===== config.mk =====
export PLATFORM = sky130hd
export DESIGN_NAME = elevator_controller_n
export DESIGN_NICKNAME = d
export VERILOG_FILES = /design/src/rtl/elevator_pkg.sv /design/src/rtl/elevator_req_scan.sv /design/src/rtl/elevator_controller_n.sv
export SDC_FILE = /design/constraint.sdc
export NUM_CORES = 1
export LEC_CHECK = 0
export ABC_AREA = 1
export BUFFER_PORTS_ARGS = -buffer_cell sky130_fd_sc_hd__buf_4
export CAP_MARGIN = 20
export CORE_ASPECT_RATIO = 0.9
export CORE_MARGIN = 4
export CORE_UTILIZATION = 35
export CTS_CLUSTER_SIZE = 25
export DETAILED_ROUTE_END_ITERATION = 7
export PLACE_DENSITY = 0.58
export REMOVE_ABC_BUFFERS = 1
export SYNTH_ARGS = -nofsm -noshare
export SYNTH_HDL_FRONTEND = slang
export SYNTH_SLANG_ARGS = --single-unit

===== constraint.sdc =====
create_clock -name clk -period 2.4 [get_ports clk]
set_input_delay 0.24 -clock clk [delete_from_list [all_inputs] [get_ports clk]]
set_output_delay 0.24 -clock clk [all_outputs]
set_load 0.005 [all_outputs]

===== src/rtl/elevator_pkg.sv =====
// Shared types and helpers for the SCAN elevator controller family.
package elevator_pkg;
  typedef enum logic [1:0] {
    IDLE      = 2'd0,
    MOVING    = 2'd1,
    DOOR_OPEN = 2'd2
  } state_t;

  localparam logic UP   = 1'b1;
  localparam logic DOWN = 1'b0;

  // Bits needed to index n floors (or hold 0..n-1), never less than one.
  function automatic int floor_w(input int n);
    return (n <= 2) ? 1 : $clog2(n);
  endfunction
endpackage


===== src/rtl/elevator_req_scan.sv =====
// Splits a request vector around the car position into above / below / here flags.
module elevator_req_scan
  import elevator_pkg::*;
#(
  parameter int NUM_FLOORS = 5,
  parameter int FLOOR_W    = floor_w(NUM_FLOORS)
) (
  input  logic [NUM_FLOORS-1:0] i_req_vec,
  input  logic [FLOOR_W-1:0]    i_cur,
  output logic                  o_above,
  output logic                  o_below,
  output logic                  o_here
);
  always_comb begin
    o_above = 1'b0;
    o_below = 1'b0;
    o_here  = 1'b0;
    for (int f = 0; f < NUM_FLOORS; f++) begin
      if (FLOOR_W'(f) > i_cur)  o_above = o_above | i_req_vec[f];
      if (FLOOR_W'(f) < i_cur)  o_below = o_below | i_req_vec[f];
      if (FLOOR_W'(f) == i_cur) o_here  = i_req_vec[f];
    end
  end
endmodule


===== src/rtl/elevator_controller_n.sv =====
// Single-car, N-floor SCAN elevator controller with door dwell and travel timers.
module elevator_controller_n
  import elevator_pkg::*;
#(
  parameter int NUM_FLOORS       = 5,
  parameter int DOOR_OPEN_CYCLES = 3,
  parameter int TRAVEL_CYCLES    = 4,
  localparam int FLOOR_W         = floor_w(NUM_FLOORS)
) (
  input  logic                  clk,
  input  logic                  rst,
  input  logic [NUM_FLOORS-1:0] buttons,
  output logic [FLOOR_W-1:0]    current_floor,
  output logic                  door_open,
  output logic                  moving,
  output logic                  direction,
  output logic [NUM_FLOORS-1:0] pending_reqs
);
  localparam int CNT_MAX = (DOOR_OPEN_CYCLES > TRAVEL_CYCLES) ? DOOR_OPEN_CYCLES : TRAVEL_CYCLES;
  localparam int CNT_W   = floor_w(CNT_MAX);
  localparam logic [CNT_W-1:0] DWELL_LD  = CNT_W'(DOOR_OPEN_CYCLES - 1);
  localparam logic [CNT_W-1:0] TRAVEL_LD = CNT_W'(TRAVEL_CYCLES - 1);

  state_t                  r_state, w_state;
  logic [FLOOR_W-1:0]      r_cur, w_cur, w_nf;
  logic                    r_dir, w_dir, r_door, w_door, r_moving, w_moving;
  logic [NUM_FLOORS-1:0]   r_pend, w_pend, w_req, w_mask_cur, w_mask_nf;
  logic [CNT_W-1:0]        r_dwell, w_dwell, r_travel, w_travel;
  logic                    w_above, w_below, w_here, w_req_nf, w_ahead, w_behind;

  elevator_req_scan #(.NUM_FLOORS(NUM_FLOORS), .FLOOR_W(FLOOR_W)) u_scan (
    .i_req_vec (w_req),
    .i_cur     (r_cur),
    .o_above   (w_above),
    .o_below   (w_below),
    .o_here    (w_here)
  );

  // A press is acted on at the same edge it is seen, so decisions use pending | buttons.
  always_comb begin
    w_req = r_pend | buttons;
    w_nf  = r_dir ? r_cur + 1'b1 : r_cur - 1'b1;
    for (int f = 0; f < NUM_FLOORS; f++) begin
      w_mask_cur[f] = (FLOOR_W'(f) == r_cur);
      w_mask_nf[f]  = (FLOOR_W'(f) == w_nf);
    end
    w_req_nf = |(w_req & w_mask_nf);
    w_ahead  = r_dir ? w_above : w_below;
    w_behind = r_dir ? w_below : w_above;
  end

  always_comb begin
    w_state  = r_state;
    w_cur    = r_cur;
    w_dir    = r_dir;
    w_door   = 1'b0;
    w_moving = 1'b0;
    w_pend   = w_req;
    w_dwell  = r_dwell;
    w_travel = r_travel;
    case (r_state)
      IDLE: begin
        if (w_here) begin
          w_state = DOOR_OPEN;
          w_door  = 1'b1;
          w_dwell = DWELL_LD;
          w_pend  = w_req & ~w_mask_cur;
        end else if ((r_dir & w_above) | (w_above & ~w_below)) begin
          w_dir    = UP;
          w_state  = MOVING;
          w_moving = 1'b1;
          w_travel = TRAVEL_LD;
        end else if (w_below) begin
          w_dir    = DOWN;
          w_state  = MOVING;
          w_moving = 1'b1;
          w_travel = TRAVEL_LD;
        end
      end
      MOVING: begin
        w_moving = 1'b1;
        if (r_travel == '0) begin
          w_cur = w_nf;
          if (w_req_nf) begin
            w_moving = 1'b0;
            w_door   = 1'b1;
            w_state  = DOOR_OPEN;
            w_dwell  = DWELL_LD;
            w_pend   = w_req & ~w_mask_nf;
          end else begin
            w_travel = TRAVEL_LD;
          end
        end else begin
          w_travel = r_travel - 1'b1;
        end
      end
      DOOR_OPEN: begin
        w_door = 1'b1;
        w_pend = w_req & ~w_mask_cur;
        // A press of this floor while open extends the dwell instead of queueing a revisit.
        if (w_here) begin
          w_dwell = DWELL_LD;
        end else if (r_dwell != '0) begin
          w_dwell = r_dwell - 1'b1;
        end else begin
          w_door = 1'b0;
          if (w_ahead | w_behind) begin
            w_dir    = w_ahead ? r_dir : ~r_dir;
            w_state  = MOVING;
            w_moving = 1'b1;
            w_travel = TRAVEL_LD;
          end else begin
            w_state = IDLE;
          end
        end
      end
      default: w_state = IDLE;
    endcase
  end

  always_ff @(posedge clk) begin
    if (rst) begin
      r_state  <= IDLE;
      r_cur    <= '0;
      r_dir    <= UP;
      r_door   <= 1'b0;
      r_moving <= 1'b0;
      r_pend   <= '0;
      r_dwell  <= '0;
      r_travel <= '0;
    end else begin
      r_state  <= w_state;
      r_cur    <= w_cur;
      r_dir    <= w_dir;
      r_door   <= w_door;
      r_moving <= w_moving;
      r_pend   <= w_pend;
      r_dwell  <= w_dwell;
      r_travel <= w_travel;
    end
  end

  assign current_floor = r_cur;
  assign door_open     = r_door;
  assign moving        = r_moving;
  assign direction     = r_dir;
  assign pending_reqs  = r_pend;
endmodule


==> qor.yml, run 1 <==
finalSetupTns_ps: 0
synth_area_um2: 1309
grt_first_pass_wirelength_um: 5878
crit_required_ps: 2550
ys_warn_count: 0
path_class: "flip-flop to flip-flop"
wl_per_cell_um: 11.68
die_h_um: 66.01
worst_r2r_endpoint: "r_travel[1]"
power_density_nw_per_um2: 1246
top_layer: "met4"
critical_path.cell_chain: "inv_2, ha_1, inv_1, nand2_1, nand2_1, nor2_1, nand3_1, nand2_1, nor2_1, nand2_1, nand2_1, nand2_2, nand2_1, nor2_1, nor2_1"
drt_pre_antenna_iters: 4
min_period_over_period: 0.8736
n_antenna_cell: 0
initial_core_util: 0.3763
post_cts.repair.setup_buffers: 0
min_period_ps: 2097
grt_pass1_vias: 1325
grt.total_usage: 0.1554
via_count: 1440
holdPathEnd: "r_state[1]"
worst_slew_pin_slew_ps: 456.3
synth_flop_cell: "dfxtp_1"
status: "complete, no violations"
tritoncts: "built"
ant_nets: 0
hold_violations: 0
cp_max_fo: 8
ys_seq_area_frac: 0.2600
drive_gt1_frac: 0.1592
pwr-share-seq: 0.242
ys_seq_elements: 17
report.final.slew_viol_count: 0
wl_met1_um: 1738
synth-edff-count: 0
max_slew_margin: 0.6946
cell_internal_pwr_mw: 0.9565
leakagePower_nw: 0.8214
yosysTopAreaCellShare: 0.2600
fmax_ghz: 0.4770
maxCapViolations: 0
end_kind: "flip-flop"
die-area_um2: 4783
globalplace.congestion: 0.8474
synth-async-reset-ratio: 0
die_w_um: 72.46
cts.sinks: 17
core_um2: 3478
startpoint_type: "flip-flop"
cp_slowest_cell: "dfxtp_1"
combPwrFrac: 0.642
cts_buffer_depth: 2
stdcell_area_um2: 1549
yosysTopAreaCell: "dfxtp_1"
avgSynthCellArea_um2: 5.869
clockPowerShare: 0.116
cp.arrival_ps: 2250
power_mw: 1.929
synth_cells: 223
r2r_slack_ps: 300
reg2regPathDepth: 15
drc_errors: 0
ys_types: 25
hpwlAfterDp_um: 2753
cts_made_buffers: 3
fin_util: 0.4453
switching_share: 0.5043
syn_to_final_growth_pct: 18.36
cp_num_buf_inv: 2
cp_common_cell: "nand2_1"
clock-root-buffer: "clkbuf_8"
ctsHoldBuffers: 0
wl_met2_um: 1399
gr-total-overflow: 0
n_fill_cell: 390
first_iter_violations: 85
clock_latency_ps: 260
std_cell_rows: 20
hold_start: "rst"
ir_drop_uv: 555.3
clk_pin_slew_ps: 80
setup_violations: 0
hold_depth: 2
wirelength_um: 3376
finalClockSkew_ps: 7.977
viasPerCell: 4.983
wl_met3_um: 219
grt_max_degree: 11
hold_class: "input pin to flip-flop"
placed_area_um2: 1503
cts_resized: 0
crit_family: "simple AND/OR/NAND/NOR gates"
htree_levels: 1
ios: 18
r2r-start: "current_floor[0]"
timing.hold.ws_ps: 204.0
rsz0062_at_grt: "no"
netlist_top_cells_area: "dfxtp_1 (26%), nand2_1 (17%), inv_1 (9.8%)"
io_buffers: 17
switching_power_mw: 0.9729
finish.net_count: 260
slowest_delay_ps: 490
antenna_found_initial: 0
==> registers in the layout, indices dropped and copies added, names as in the netlist <==
name           cells
moving             1
r_state            2
r_dwell            2
r_travel           2
direction          1
current_floor      3
door_open          1
pending_reqs       5
==> area by class of cell <==
| type | count | area [um2] | area share |
|---|---|---|---|
| Tap cell | 44 | 55.05 | 0.03554 |
| Clock inverter | 1 | 5.005 | 0.003231 |
| Clock buffer | 3 | 41.29 | 0.02666 |
| Multi-Input combinational cell | 166 | 818.3 | 0.5283 |
| Sequential cell | 17 | 340.3 | 0.2197 |
| Inverter | 39 | 146.4 | 0.09451 |
| Timing Repair Buffer | 19 | 142.6 | 0.09208 |
==> synthesized netlist by cell type (all sizes together) (2+ instances only) <==
cell type,instances
nand4,2
nor2,34
dfxtp,17
nand3,21
nand2,66
o21ai,12
inv,38
ha,7
a31oi,6
a21oi,13
==> worst max-delay path by stage <==
stage | cells past startpoint | end | from
final | 15 | r_travel[1] | current_floor[0]
after global routing | 15 | r_travel[1] | current_floor[0]
after CTS | 15 | r_travel[1] | current_floor[0]
after detailed placement | 15 | r_travel[1] | current_floor[0]
after global placement | 15 | r_travel[1] | current_floor[0]
after floorplan | 16 | r_travel[1] | current_floor[0]
==> metrics by stage <==
step	std cells	worst slack, ps
after floorplan	222	526.1
after global placement	285	312.4
after detailed placement	285	322.1
after CTS	289	308.2
after global routing	289	6.488
final	289	303.4
==> kinds of logic after synthesis <==
family          after synthesis  share of synthesized area
fa+ha+maj                     7                    0.06692
simple gates                126                     0.4159
compound gates               33                     0.1425
flops                        17                     0.2600
buf+inv                      40                     0.1147
==> placed cells by master, fill, tap and decap left out <==
cell,synthesis,routed
o2111ai_1,1,1
clkinv_1,1,1
o21ai_1,2,2
buf_4,0,19
nor2_2,1,1
nor3_2,1,1
nand4_1,2,2
a211oi_1,1,1
nand2_1,60,60
inv_2,4,4
nand2_4,1,1
a21oi_2,1,1
a31oi_1,6,6
nor2_1,33,33
clkbuf_8,0,3
a21oi_1,12,12
nand3b_1,1,1
o21ai_0,9,9
clkinv_2,0,1
o21ai_2,1,1
nand3_2,1,1
nand2_2,5,5
or2_2,1,1
nand3_1,20,20
dfxtp_1,17,17
ha_1,7,7
inv_1,34,34
==> layer usage <==
layer	track usage	vias to the layer above
li1	-	752
met1	0.2153	649
met2	0.2398	37
met3	0.04559	2
met4	0.02765	0
met5	0	-
==> power by group through the flow <==
stage / Sequential, mW / Combinational (mW) / Clock (mW)
2_1_floorplan: 0.464 / 0.905 / 0
3_3_place_gp: 0.475 / 1.25 / 0
3_5_place_dp: 0.474 / 1.23 / 0
4_1_cts: 0.467 / 1.24 / 0.234
5_1_grt: 0.483 / 1.43 / 0.252
6_report: 0.467 / 1.24 / 0.224
Note: power is estimated with default switching activity, not from simulation.
==> run 2, diff against run 1 <==
- CORE_ASPECT_RATIO: 0.9 -> 1.1
- SETUP_SLACK_MARGIN: unset -> 0.1
==> qor.yml, run 2 (same netlist as run 1, synthesis figures left out) <==
status: "complete, no violations"
r2r-start: "current_floor[1]"
setup_violations: 0
drc_errors: 0
cp.arrival_ps: 2110
die_h_um: 72.14
hold_class: "input pin to flip-flop"
io_buffers: 17
register_area_um2: 341.6
antenna_found_initial: 0
hpwlAfterDp_um: 2803
hold_violations: 0
wirelength_um: 3460
wl_per_cell_um: 11.69
crit_family: "simple AND/OR/NAND/NOR gates"
finalSetupTns_ps: 0
report.final.slew_viol_count: 0
wl_met1_um: 1632
drive_gt1_frac: 0.1626
startpoint: "current_floor[1]"
die_w_um: 66.31
n_antenna_cell: 0
layout_common_cells: "nand2_1 (60), inv_1 (34), nor2_1 (33)"
finish.net_count: 261
n_fill_cell: 413
min_period_over_period: 0.8151
hold_start: "rst"
cp_slowest_cell: "dfxtp_2"
clock_latency_ps: 260
cp_num_buf_inv: 2
placed_area_um2: 1518
core_um2: 3626
fmax_ghz: 0.5112
finalClockSkew_ps: 5.286
power_density_nw_per_um2: 1245
largest_register_ffs: 5
ir_drop_uv: 495.2
stdcell_area_um2: 1564
grt_pass1_vias: 1293
rsz0062_at_grt: "no"
initial_core_util: 0.3609
ios: 18
clk_pin_slew_ps: 70
cp_common_cell: "nand2_1"
htree_levels: 1
ant_nets: 0
end_kind: "flip-flop"
syn_to_final_growth_pct: 19.50
std_cell_rows: 23
cts_resized: 0
cts.sinks: 17
grt_first_pass_wirelength_um: 5782
slowest_delay_ps: 390
grt_max_degree: 11
ctsHoldBuffers: 0
grt.total_usage: 0.1583
critical_path.cell_chain: "inv_1, ha_1, inv_1, nand2_1, nand2_1, nor2_1, nand4_1, nand2_1, nor2_1, nand2_1, nand2_1, nand2_2, nand2_1, nor2_1, nor2_1"
max_slew_margin: 0.7040
startpoint_type: "flip-flop"
cts_made_buffers: 3
leakagePower_nw: 0.8245
worst_slew_pin_slew_ps: 442.4
setup_ws_ps: 443.9
cts_buffer_depth: 2
post_cts.repair.setup_buffers: 0
maxCapViolations: 0
viasPerCell: 4.841
layout_commonest_cell: "nand2_1"
drt_pre_antenna_iters: 4
via_count: 1433
min_period_ps: 1956
crit_required_ps: 2560
die-area_um2: 4783
first_iter_violations: 72
top_layer: "met4"
wl_met3_um: 153
clock-root-buffer: "clkbuf_8"
path_class: "flip-flop to flip-flop"
tritoncts: "built"
pre_cts_ws_ps: 390.8
wl_met2_um: 1620
multi_input_area_um2: 818.3
globalplace.congestion: 0.8529
gr-total-overflow: 0
cp_max_fo: 7
## run 2: area by class of cell
cell class              count  area share
clock buffers               4     0.02880
inverters                  39     0.09360
multi-input cells         166      0.5232
flip-flops and latches     17      0.2184
well taps                  50     0.04000
repair buffers             20     0.09600
## run 2: per-stage QoR
| step | hold slack (ps) | total power, mW | utilization | cells |
|---|---|---|---|---|
| after floorplan | 309.1 | 1.370 | - | 222 |
| after global placement | 455.1 | 1.719 | 0.4186 | 292 |
| after detailed placement | 461.8 | 1.723 | 0.4186 | 292 |
| after CTS | 204.1 | 1.954 | 0.4310 | 296 |
| after global routing | 219.1 | 2.173 | 0.4313 | 296 |
| final | 200.5 | 1.946 | 0.4313 | 296 |
## run 2: report_power, final
group | internal (mW) | switching (mW) | leakage, nW | total, mW
logic | 0.462 | 0.799 | 0.661 | 1.26
registers | 0.386 | 0.0749 | 0.141 | 0.461
clock network | 0.118 | 0.107 | 0.0228 | 0.225
## run 2: routing by layer
layer	vias up	GRT usage
li1	751	-
met1	646	0.2057
met2	32	0.2602
met3	4	0.02322
met4	0	0.06546
met5	-	0
## run 2: final timing paths
path                      end  slack, ps  cells past startpoint
setup / recovery  r_travel[1]        440                     15
hold / removal     r_state[0]        200                      2
setup reg to reg  r_travel[1]        440                     15
hold reg to reg   r_travel[1]        470                      2
## run 2: worst register-to-register path: stages (launching register included)
cell and delay [ps]:
dfxtp_2 390, inv_1 110, ha_1 300, inv_1 40, nand2_1 50, nand2_1 70
nor2_1 220, nand4_1 120, nand2_1 80, nor2_1 50, nand2_1 80, nand2_1 70
nand2_2 90, nand2_1 50, nor2_1 90, nor2_1 40
==> run 3, diff against run 2 <==
- clock period: 2.4 -> 2 ns (I/O delays scaled with it)
==> qor.yml, run 3 (same netlist as run 1, synthesis figures left out) <==
cp.arrival_ps: 2010
startpoint_type: "flip-flop"
wl_per_cell_um: 12.56
finalClockSkew_ps: 3.801
power_mw: 2.750
maxCapViolations: 0
layout_commonest_cell: "nand2_1"
wirelength_um: 3832
antenna_found_initial: 0
path_class: "flip-flop to flip-flop"
cp_max_fo: 7
ctsHoldBuffers: 0
r2r-start: "current_floor[0]"
core_um2: 3626
std_cell_rows: 23
viasPerCell: 4.889
min_period_over_period: 0.9225
startpoint: "current_floor[0]"
setup.worst_path.end: "r_travel[1]"
r2r_slack_ps: 150
clock_latency_ps: 260
finish.net_count: 270
largest_register_ffs: 5
fin_util: 0.4976
cts_made_buffers: 3
io_buffers: 17
fmax_ghz: 0.5420
grt_max_degree: 11
cts.sinks: 17
tritoncts: "built"
report.final.slew_viol_count: 0
grt_pass1_vias: 1329
htree_levels: 1
hpwlAfterDp_um: 2723
ios: 18
crit_required_ps: 2160
hold_class: "input pin to flip-flop"
drt_pre_antenna_iters: 4
status: "complete, no violations"
min_period_ps: 1845
clk_pin_slew_ps: 80
end_kind: "flip-flop"
drc_errors: 0
via_count: 1491
setup_ws_ps: 155.0
ir_drop_uv: 652.7
first_iter_violations: 73
cts_buffer_depth: 2
pre_cts_ws_ps: -21.48
syn_to_final_growth_pct: 37.86
clock-root-buffer: "clkbuf_8"
worst_slew_pin_slew_ps: 412.7
initial_core_util: 0.3609
ant_nets: 0
grt_first_pass_wirelength_um: 5989
die_h_um: 72.14
layout_common_cells: "nand2_1 (50), inv_1 (30), buf_4 (29)"
n_antenna_cell: 0
setup_violations: 0
power_density_nw_per_um2: 1524
drive_gt1_frac: 0.3255
gr-total-overflow: 0
max_slew_margin: 0.7239
grt.total_usage: 0.1616
leakagePower_nw: 0.9066
globalplace.congestion: 0.8592
die_w_um: 66.31
die-area_um2: 4783
worst_r2r_endpoint: "r_travel[1]"
reg2regPathDepth: 15
hold_violations: 0
rsz0062_at_grt: "yes"
run 3: area by class of cell:
| class | instances | area, um2 |
|---|---|---|
| inverters | 39 | 163.9 |
| multi-input cells | 166 | 968.4 |
| well taps | 50 | 62.56 |
| clock buffers | 3 | 41.29 |
| flip-flops and latches | 17 | 345.3 |
| clock inverters | 1 | 5.005 |
| fillers | 390 | 1822 |
| repair buffers | 29 | 217.7 |
run 3: what timing repair did:
item	in CTS	in global routing
pin swaps	0	17
gates resized for setup	7	44
endpoints found under the setup margin	6	10
buffers inserted	0	8
run 3: layer usage:
layer | track usage | vias to the layer above | wire length [um]
li1 | - | 767 | -
met1 | 0.2127 | 663 | 1704
met2 | 0.2481 | 46 | 1746
met3 | 0.02322 | 15 | 198
met4 | 0.09707 | 0 | 182
met5 | 0 | - | 0
run 3: how the worst min path moves through the flow:
| stage | to | slack [ps] | from | cells after the start |
|---|---|---|---|---|
| after global routing | r_state[1] | 160 | rst | 2 |
| after CTS | r_state[0] | 150 | rst | 2 |
| after global placement | r_state[1] | 440 | rst | 2 |
| after floorplan | moving | 270 | rst | 1 |
| final | door_open | 160 | rst | 2 |
| after detailed placement | r_state[0] | 440 | rst | 2 |
run 3: per-stage QoR:
step	cell area (um2)	cells	hold slack, ps	setup TNS, ps
CTS	1593	298	153.5	0
floorplan	1305	222	269.1	0
finish	1804	305	159.1	0
global placement	1533	294	435.0	0
global route	1804	305	163.7	0
detailed placement	1533	294	436.6	-22.67
run 3: critical path, cell delays in order, from the launching register on:
cell,delay [ps]
dfxtp_4,390
clkinv_8,70
ha_4,270
inv_2,30
nand2_2,80
nand2_4,90
nor2_4,120
nand3_2,70
nor2_2,130
nor2_2,60
nand2_2,80
nand2_2,50
nand2_2,100
nand2_1,50
nor2_1,100
nor2_1,50
run 3: where the power goes:
group,internal (mW),total [mW],switching [mW]
Sequential,0.466,0.564,0.0983
Combinational,0.752,1.91,1.16
Clock,0.139,0.277,0.138
Total,1.36,2.75,1.39
